<file path="src/rtl/pulse_arbiter_pkg.sv">
// Shared types and constant helpers for the pulse arbiter.
// Holds the sequencer state enum and phase terminal-count helpers.
package pulse_arb_pkg;

   typedef enum logic [2:0] {
      IDLE,
      DELAY,
      PULSE,
      DONE,
      GUARD
   } state_t;

   localparam int NUM_REQ_DFLT = 4;
   localparam int IDX_W = $clog2(NUM_REQ_DFLT);

   function automatic int idx_w(int n);
      return (n < 2) ? 1 : $clog2(n);
   endfunction

   // A phase of n cycles ends when its counter reaches n-1.
   function automatic int term(int n);
      return (n > 0) ? n - 1 : 0;
   endfunction

endpackage

</file>
<file path="src/rtl/pulse_arbiter_if.sv">
// Request/pulse bundle between requesters and the pulse arbiter.
// master = requester side, slave = arbiter side.
interface pulse_arbiter_if
   import pulse_arb_pkg::*;
#(
   parameter int NUM_REQ = 4,
   parameter int CNT_W   = 5
) ();

   localparam int IW = idx_w(NUM_REQ);

   logic [NUM_REQ-1:0] req;
   logic [CNT_W-1:0]   width_in;
   logic [NUM_REQ-1:0] grant;
   logic [IW-1:0]      owner;
   logic               busy;
   logic               pulse;
   logic [NUM_REQ-1:0] done;

   modport master (
      output req, width_in,
      input  grant, owner, busy, pulse, done
   );

   modport slave (
      input  req, width_in,
      output grant, owner, busy, pulse, done
   );

endinterface

</file>
<file path="src/rtl/pulse_arbiter_rr_picker.sv">
// Combinational round-robin select: first set req bit at or after ptr.
// Returns one-hot winner, its index and a valid flag.
module rr_picker
   import pulse_arb_pkg::*;
#(
   parameter int N  = 4,
   parameter int IW = idx_w(N)
) (
   input  logic [N-1:0]  req,
   input  logic [IW-1:0] ptr,
   output logic [N-1:0]  onehot,
   output logic [IW-1:0] idx,
   output logic          valid
);

   localparam logic [IW:0] NN = (IW + 1)'(N);

   logic [N-1:0]  rot;
   logic [IW-1:0] off;
   logic [IW:0]   sum;

   // Rotate so ptr sits at bit 0, find lowest set bit, rotate index back.
   always_comb begin
      rot = N'({req, req} >> ptr);
      off = '0;
      for (int i = N - 1; i >= 0; i--) begin
         if (rot[i]) off = IW'(i);
      end
      sum = {1'b0, ptr} + {1'b0, off};
      if (sum >= NN) sum = sum - NN;
      idx    = sum[IW-1:0];
      valid  = |req;
      onehot = valid ? (N'(1) << idx) : '0;
   end

endmodule

</file>
<file path="src/rtl/pulse_arbiter.sv">
// Round-robin shared delayed-pulse generator.
// Each grant runs DELAY -> PULSE -> DONE -> GUARD before the next.
module pulse_arbiter
   import pulse_arb_pkg::*;
#(
   parameter int NUM_REQ      = 4,
   parameter int CNT_W        = 5,
   parameter int DELAY_WIDTH  = 3,
   parameter int GUARD_CYCLES = 1
) (
   input logic            clk,
   input logic            reset,
   pulse_arbiter_if.slave bus
);

   localparam int IW = idx_w(NUM_REQ);
   localparam logic [CNT_W-1:0] D_TERM = CNT_W'(term(DELAY_WIDTH));
   localparam logic [CNT_W-1:0] G_TERM = CNT_W'(term(GUARD_CYCLES));
   localparam logic [CNT_W-1:0] ONE    = CNT_W'(1);
   localparam logic [IW-1:0]    LAST   = IW'(NUM_REQ - 1);

   state_t             state_q, state_d;
   logic [CNT_W-1:0]   cnt_q, cnt_d;
   logic [CNT_W-1:0]   wcnt_q, wcnt_d;
   logic [IW-1:0]      owner_q, owner_d;
   logic [IW-1:0]      ptr_q, ptr_d;
   logic [NUM_REQ-1:0] grant_q, grant_d;
   logic [NUM_REQ-1:0] done_q, done_d;
   logic               pulse_q, pulse_d;

   logic [NUM_REQ-1:0] win_oh;
   logic [IW-1:0]      win_idx;
   logic               win_vld;

   rr_picker #(
      .N  (NUM_REQ),
      .IW (IW)
   ) u_pick (
      .req    (bus.req),
      .ptr    (ptr_q),
      .onehot (win_oh),
      .idx    (win_idx),
      .valid  (win_vld)
   );

   // Next state and next registered outputs; counters end on terminal compare.
   always_comb begin
      state_d = state_q;
      cnt_d   = cnt_q;
      wcnt_d  = wcnt_q;
      owner_d = owner_q;
      ptr_d   = ptr_q;
      grant_d = grant_q;
      pulse_d = 1'b0;
      done_d  = '0;
      unique case (state_q)
         IDLE: begin
            grant_d = '0;
            if (win_vld) begin
               grant_d = win_oh;
               owner_d = win_idx;
               wcnt_d  = bus.width_in;
               cnt_d   = '0;
               ptr_d   = (win_idx == LAST) ? '0 : win_idx + IW'(1);
               if (DELAY_WIDTH > 0) begin
                  state_d = DELAY;
               end else if (bus.width_in == '0) begin
                  state_d = DONE;
                  done_d  = win_oh;
               end else begin
                  state_d = PULSE;
                  pulse_d = 1'b1;
               end
            end
         end
         DELAY: begin
            if (cnt_q == D_TERM) begin
               cnt_d = '0;
               if (wcnt_q == '0) begin
                  state_d = DONE;
                  done_d  = grant_q;
               end else begin
                  state_d = PULSE;
                  pulse_d = 1'b1;
               end
            end else begin
               cnt_d = cnt_q + ONE;
            end
         end
         PULSE: begin
            if (cnt_q == wcnt_q - ONE) begin
               state_d = DONE;
               done_d  = grant_q;
            end else begin
               cnt_d   = cnt_q + ONE;
               pulse_d = 1'b1;
            end
         end
         DONE: begin
            grant_d = '0;
            cnt_d   = '0;
            if (GUARD_CYCLES > 0) state_d = GUARD;
            else state_d = IDLE;
         end
         GUARD: begin
            if (cnt_q == G_TERM) state_d = IDLE;
            else cnt_d = cnt_q + ONE;
         end
         default: state_d = IDLE;
      endcase
   end

   // State and output registers; reset aborts any sequence at once.
   always_ff @(posedge clk or posedge reset) begin
      if (reset) begin
         state_q <= IDLE;
         cnt_q   <= '0;
         wcnt_q  <= '0;
         owner_q <= '0;
         ptr_q   <= '0;
         grant_q <= '0;
         done_q  <= '0;
         pulse_q <= 1'b0;
      end else begin
         state_q <= state_d;
         cnt_q   <= cnt_d;
         wcnt_q  <= wcnt_d;
         owner_q <= owner_d;
         ptr_q   <= ptr_d;
         grant_q <= grant_d;
         done_q  <= done_d;
         pulse_q <= pulse_d;
      end
   end

   assign bus.grant = grant_q;
   assign bus.owner = owner_q;
   assign bus.busy  = (state_q != IDLE);
   assign bus.pulse = pulse_q;
   assign bus.done  = done_q;

endmodule
</file>
<file path="src/flat_wrapper.sv">
// flat-port wrapper written by rule: the top's interface ports become plain ports
module pulse_arbiter_flat import pulse_arb_pkg::*;
#(
   parameter int NUM_REQ      = 4,
   parameter int CNT_W        = 5,
   parameter int DELAY_WIDTH  = 3,
   parameter int GUARD_CYCLES = 1
)
  (clk, reset, bus_req, bus_width_in, bus_grant, bus_owner, bus_busy, bus_pulse, bus_done);
  pulse_arbiter_if #(.NUM_REQ(NUM_REQ), .CNT_W(CNT_W)) bus_i ();
  input logic clk;
  input logic reset;
  input wire logic [$bits(bus_i.req)-1:0] bus_req;
  input wire logic [$bits(bus_i.width_in)-1:0] bus_width_in;
  output wire logic [$bits(bus_i.grant)-1:0] bus_grant;
  output wire logic [$bits(bus_i.owner)-1:0] bus_owner;
  output wire logic [$bits(bus_i.busy)-1:0] bus_busy;
  output wire logic [$bits(bus_i.pulse)-1:0] bus_pulse;
  output wire logic [$bits(bus_i.done)-1:0] bus_done;
  assign bus_i.req = bus_req;
  assign bus_i.width_in = bus_width_in;
  assign bus_grant = bus_i.grant;
  assign bus_owner = bus_i.owner;
  assign bus_busy = bus_i.busy;
  assign bus_pulse = bus_i.pulse;
  assign bus_done = bus_i.done;
  pulse_arbiter #(.NUM_REQ(NUM_REQ), .CNT_W(CNT_W), .DELAY_WIDTH(DELAY_WIDTH), .GUARD_CYCLES(GUARD_CYCLES)) u_core (.clk(clk), .reset(reset), .bus(bus_i));
endmodule
</file>
<file path="config.mk">
export PLATFORM = sky130hd
export DESIGN_NAME = pulse_arbiter_flat
export DESIGN_NICKNAME = d
export VERILOG_FILES = /design/src/rtl/pulse_arbiter_pkg.sv /design/src/rtl/pulse_arbiter_if.sv /design/src/rtl/pulse_arbiter_rr_picker.sv /design/src/rtl/pulse_arbiter.sv /design/src/flat_wrapper.sv
export SDC_FILE = /design/constraint.sdc
export NUM_CORES = 1
export LEC_CHECK = 0
export BUFFER_PORTS_ARGS = -buffer_cell sky130_fd_sc_hd__buf_2
export CORE_MARGIN = 2
export CORE_UTILIZATION = 57
export CTS_CLUSTER_SIZE = 24
export DETAILED_ROUTE_END_ITERATION = 16
export PLACE_DENSITY = 0.76
export SLEW_MARGIN = 20
export SYNTH_ARGS = -nofsm -noshare
export SYNTH_HDL_FRONTEND = slang
export SYNTH_HIERARCHICAL = 1
export SYNTH_SLANG_ARGS = --single-unit
</file>
<file path="constraint.sdc">
create_clock -name clk -period 2.34 [get_ports clk]
set_input_delay 0.117 -clock clk [delete_from_list [all_inputs] [get_ports clk]]
set_output_delay 0.117 -clock clk [all_outputs]
set_load 0.05 [all_outputs]
</file>
Word level (Yosys, flattened, before mapping):

Cells that the tools add are included.

* register bits after elaboration: 26
* bits of input ports: 11
* output and inout bits: 12
* logic and storage cells: 66

* add/subtract/negate cells: 5
* $lt $le $gt $ge: 1
* eq/ne operators: 13
* shifts and indexed selects: 2
* mux-type cells: 27
* reductions and logical operators: 10

Operators with widths (number)
* one-hot mux 5 bit (5 select lines): 1
* two-way mux 5 bit: 4
* two-way mux 4 bit: 4
* one-hot mux 4 bit (2 select lines): 2
* one-hot mux 3 bit (5 select lines): 1
* two-way mux 2 bit: 6
* two-way mux 3 bit: 4
* zero test 5 bit: 2
* AND reduction 4 bit: 2
* >> shifter 8 x 2 -> 4 bit: 1
* == test 3 x 2 -> 1 bit (second input constant): 2
* != test 2 x 1 -> 1 bit (second input constant): 3
* != test 2 bit (second input constant): 3
* adder 5 x 1 -> 5 bit (second input constant): 1
* == test 5 x 2 -> 1 bit (second input constant): 1
* == test 5 bit: 1
* nonzero test 5 bit: 1
* subtractor 5 x 1 -> 5 bit (second input constant): 1
* two-way mux 1 bit: 4
* OR reduction 4 bit: 1
* left shift 1 x 2 -> 4 bit (first input constant): 1
* adder 2 x 2 -> 3 bit: 1
* == test 3 x 1 -> 1 bit (second input constant): 1
* == test 3 bit (second input constant): 1
* other kinds (9): 9

Longest topological paths before layout:

* depth in word-level cells: 11
* mapped depth: 11
* mapped depth without buffers: 10

Modules after synthesis:

The synthesis kept the hierarchy.

By module, submodules not included
* pulse_arbiter: times used 1, cells each 138, area an instance 1397.6 µm², seq. area each 650.6 µm²
* rr_picker: times used 1, cells each 37, area an instance 290.3 µm², seq. area each 0.0 µm²

Worst setup path before layout:

No wires, ideal clock.

* kind: register to register
* from: reg u_core.ptr_q[1]
* to: reg u_core.ptr_q[1]
* setup time: 0.128 ns
* data arrival time: 2.026 ns
* required time: 2.212 ns
* path slack: 0.186 ns
* stages on the path, launching flop included: 11
* buffers on the path: 1
* clock period less this slack: 2.154 ns
* cell sequence: dfrtp_1 -> buf_4 -> nor2_1 -> nand2_1 -> o211ai_1 -> o21a_1 -> ha_1 -> xnor2_1 -> xnor2_1 -> ha_1 -> mux2_1

* word-level cells in the longest chain between the ends: 10
* elaborated cells between the ends (all ways): 12
* classes of those cells: add/sub: 3; order compare: 1; eq/ne: 1; shift: 1; mux: 6

Ends and longest elaborated chain
* start, declared: line pulse_arbiter.sv:26 `logic [IW-1:0] ptr_q, ptr_d;`
* start signal, assigned: line pulse_arbiter.sv:129 `ptr_q <= ptr_d;`
* >> shifter 8 x 2 -> 4 bit: line pulse_arbiter_rr_picker.sv:24 `rot = N'({req, req} >> ptr);`
* two-way mux 2 bit (4 in a row): line pulse_arbiter_rr_picker.sv:27 `if (rot[i]) off = IW'(i);`
* adder 2 x 2 -> 3 bit (*): line pulse_arbiter_rr_picker.sv:29 `sum = {1'b0, ptr} + {1'b0, off};`
* >= comparator 3 bit / subtractor 2 x 1 -> 2 bit (equally long branches): line pulse_arbiter_rr_picker.sv:30 `if (sum >= NN) sum = sum - NN;`
* two-way mux 2 bit (*): line pulse_arbiter_rr_picker.sv:30
* via u_core.win_idx[1]: line pulse_arbiter.sv:32 `logic [IW-1:0] win_idx;`
* adder 2 x 1 -> 2 bit / == test 2 bit (equally long branches): line pulse_arbiter.sv:64 `ptr_d = (win_idx == LAST) ? '0 : win_idx + IW'(1);`
* two-way mux 2 bit (*): line pulse_arbiter.sv:64

The timed path passes the listed nets; every way through them passes the cells marked *.
A chain may end at the register's enable or synchronous reset.

Worst setup path after layout:

Same ends and word-level chain as after synthesis.

==> results.py <==
metrics = {
    "status": {
        "status": "finished with violations",
        "violations": "hold timing",
    },
    "finish": {
        "syn_to_final_growth_pct": 14.0,
        "fin_area_um2": 1920,
        "register_area_um2": 652,
        "diodes": 0,
        "finalNetCount": 221,
        "fillers": 211,
        "multi_input_area_um2": 961,
        "fin_cells": 234,
        "drive_above_1_share_pct": 22.7,
    },
    "clock_tree": {
        "clockBufferDepth": 2,
        "cts-buffers-inserted": 3,
        "cts-root-buf": "clkbuf_4",
        "clkLatencyLatePin_ps": 330,
        "cts_max_level": 1,
        "clk_pin_slew_ps": 140,
        "cts_tree": "yes",
        "cts.sinks": 26,
    },
    "die": {
        "start_util_pct": 60.7,
        "die_h_um": 58.4,
        "die_w_um": 58.4,
        "pin_count": 23,
        "num_rows": 19,
        "core_area_um2": 2780,
        "die_area_um2": 3410,
    },
    "pwr": {
        "p_int_w": 0.00138,
        "ir_worst_vdd_mv": 1.04,
        "clockPowerShare_pct": 8.7,
        "powerDensity_nw_per_um2": 1360,
        "p_seq_share_pct": 31.6,
        "combPwrFrac_pct": 59.6,
        "swShare_pct": 47.3,
        "power_w": 0.00262,
        "p_sw_w": 0.00124,
        "power_leakage_nw": 0.864,
    },
    "setup_path": {
        "cp_cell_sequence": "nand2_1 > a21oi_1 > o2bb2ai_1 > o21a_1 > ha_1 > xnor2_2 > xnor2_2 > ha_1 > mux2_1",
        "arrival_ps": 2470,
        "cp-start-kind": "register",
        "rrSetupSlack_ps": 80,
        "slowest_delay_ps": 430,
        "crit_path_max_fanout": 6,
        "required_ps": 2550,
        "reg2reg_to": "u_core/ptr_q[1]$_DFFE_PP0P_",
        "cp_slowest_cell": "dfrtp_2",
        "critPathKind": "register to register",
        "setup.worst_path.start": "u_core/ptr_q[1]$_DFFE_PP0P_",
        "end_kind": "register",
        "crit-reg2reg-launch": "u_core/ptr_q[1]$_DFFE_PP0P_",
        "rr_worst_depth": 9,
        "crit_end": "u_core/ptr_q[1]$_DFFE_PP0P_",
    },
    "synth": {
        "yosysWarnings": 6,
        "yosys.cell_types.count": 48,
        "synthTopCellsByCount": "26 x dfrtp_1, 20 x nand2_1, 13 x nor2_1",
        "async_flop_share_pct": 100,
        "synth.net_count": 192,
        "avgSynthCellArea_um2": 9.64,
        "synthMostInstantiatedCell": "dfrtp_1",
        "ys_ff_latch": 26,
        "yosysTopAreaCell": "dfrtp_1",
        "ys_seq_area_share_pct": 38.5,
        "synth_ff_type": "dfrtp_1",
        "synth_edf_count": 0,
        "synth_cells": 175,
        "syn_area_um2": 1690,
        "netlist.area_leader.share_pct": 38.5,
        "synthTopCellsByArea": "dfrtp_1 39%, mux2_1 4.7%, ha_1 4.4%",
    },
    "grt": {
        "grt_remaining_overflow": 0,
        "grt_pass1_vias": 1256,
        "grt_max_degree": 27,
        "grtUsageTotal_pct": 20.6,
        "grt_pass1_wl_mm": 5.43,
        "antenna_found_initial": 0,
    },
    "timing": {
        "period_share_pct": 96.6,
        "whs_ps": -25.3,
        "fin_crit_ps": 2260,
        "tightest_slew_ps": 943,
        "final_hold_viol_count": 26,
        "final.setup_skew_ps": 10.1,
        "max_freq_mhz": 443,
        "setup_viol_count_final": 0,
        "maxSlewViolCount": 0,
        "slew_headroom_pct": 37.0,
    },
    "place": {
        "dp_hpwl_mm": 2.34,
        "numPortBuffers": 22,
        "dp.cells": 224,
        "post_dp_cell_area_um2": 1820,
        "gp_congestion": 0.882,
    },
    "routing": {
        "wl_mm": 3.20,
        "firstDrtPassIters": 4,
        "drc": 0,
        "drt-wirelength-per-cell_um": 13.7,
        "vias": 1340,
        "ant_nets": 0,
        "via_per_inst": 5.73,
        "drt_iter0_drc": 42,
    },
    "min_path": {
        "hp-class": "input pin to async pin",
    },
    "run": {
        "maxCapViolCount": 0,
    },
}
[kinds of logic (layout without fill, tap and decap cells)]
kind of cell | Yosys count | in the layout | share of synthesized area, %
AO/OA/AOI/OAI | 36 | 36 | 18.8
XOR/XNOR | 8 | 8 | 4.15
adder cells (fa/ha/maj) | 6 | 6 | 4.45
buffers and inverters | 19 | 47 | 5.41
flip-flops | 26 | 26 | 38.5
multiplexers | 12 | 12 | 7.93
AND/OR/NAND/NOR | 68 | 68 | 20.7
[placed cells by master, fill, tap and decap left out, drive strengths merged, types with 2 or more instances in the layout]
cell         count
o211ai           3
nor3             4
nor4b            2
ha               6
inv             11
xor2             3
and2             4
dlygate4sd3      4
nand3            7
o21ai           10
buf             28
clkbuf           4
o22ai            3
xnor2            5
mux2i            4
nand2b           3
a21oi            3
o221ai           3
a22oi            5
nor2b            5
nand2           20
nor2            14
o21a             2
mux2             8
dfrtp           26
[how the worst min path moves through the flow]
stage | slack (ps) | endpoint | cells past startpoint
finish | -30 | u_core/cnt_q[0]$_DFFE_PP0P_ | 2
global route | 6 | u_core/wcnt_q[3]$_DFFE_PP0P_ | 2
CTS | 3 | u_core/wcnt_q[3]$_DFFE_PP0P_ | 2
detailed placement | 330 | u_core/wcnt_q[0]$_DFFE_PP0P_ | 3
global placement | 320 | u_core/wcnt_q[1]$_DFFE_PP0P_ | 3
floorplan | 160 | u_core/bus.done[0]$_DFF_PP0_ | 1
[cell type report]
type / instances / share of cell area, %
clock buffer: 4 / 1.89
inverter: 11 / 2.15
multi-input combinational: 130 / 49.9
sequential: 26 / 33.9
tap: 31 / 2.02
timing repair buffer: 32 / 10.1
[flip-flops by register name, indices dropped and copies added (netlist names)]
signal / count
u_core/cnt_q: 5
u_core/bus.owner: 2
u_core/bus.done: 4
u_core/state_q: 3
u_core/ptr_q: 2
u_core/wcnt_q: 5
u_core/bus.grant: 4
u_core/bus.pulse: 1
[metrics by stage]
stage | utilization (%) | hold slack, ps | setup TNS, ps | setup slack (ps)
3_3_place_gp | 65.3 | 321 | 0 | 195
3_5_place_dp | 65.3 | 330 | 0 | 67.5
5_1_grt | 69.2 | 6.11 | -89.6 | -77.7
4_1_cts | 67.7 | 2.62 | 0 | 40.1
2_1_floorplan | - | 157 | 0 | 186
6_report | 69.2 | -25.3 | 0 | 80.4
[repair_timing]
| item | 4_1_cts | 5_1_grt |
|---|---|---|
| endpoints found under the hold margin | 3 | 1 |
| hold buffers | 3 | 1 |
| resized for setup | 0 | 3 |
| endpoints found under the setup margin | 0 | 4 |
| buffers inserted | 0 | 2 |
[layer usage]
layer	vias up	track usage, %	share of wire, %
li1	674	-	-
met1	621	26.4	46
met2	38	34.8	48
met3	7	3.52	4.3
met4	0	7.64	1.7
met5	-	0	0
[power by group through the flow]
stage	combinational [W]	sequential (W)	clock, W
2_1_floorplan	0.00113	0.000882	0
3_3_place_gp	0.00142	0.000818	0
3_5_place_dp	0.00147	0.000834	0
4_1_cts	0.00148	0.000825	0.000237
5_1_grt	0.00173	0.000865	0.000257
6_report	0.00156	0.000828	0.000229
[worst max-delay path: cells and delay by family, from the launching register on]
kind	cells	cell delay, ps
AOI/OAI and AO/OA	3	420
xor gates and xnor gates	2	440
adders and majority gates	2	500
DFF	1	430
muxes	1	300
and+or+nand+nor	1	60
Note: power is estimated with default switching activity, not from simulation.
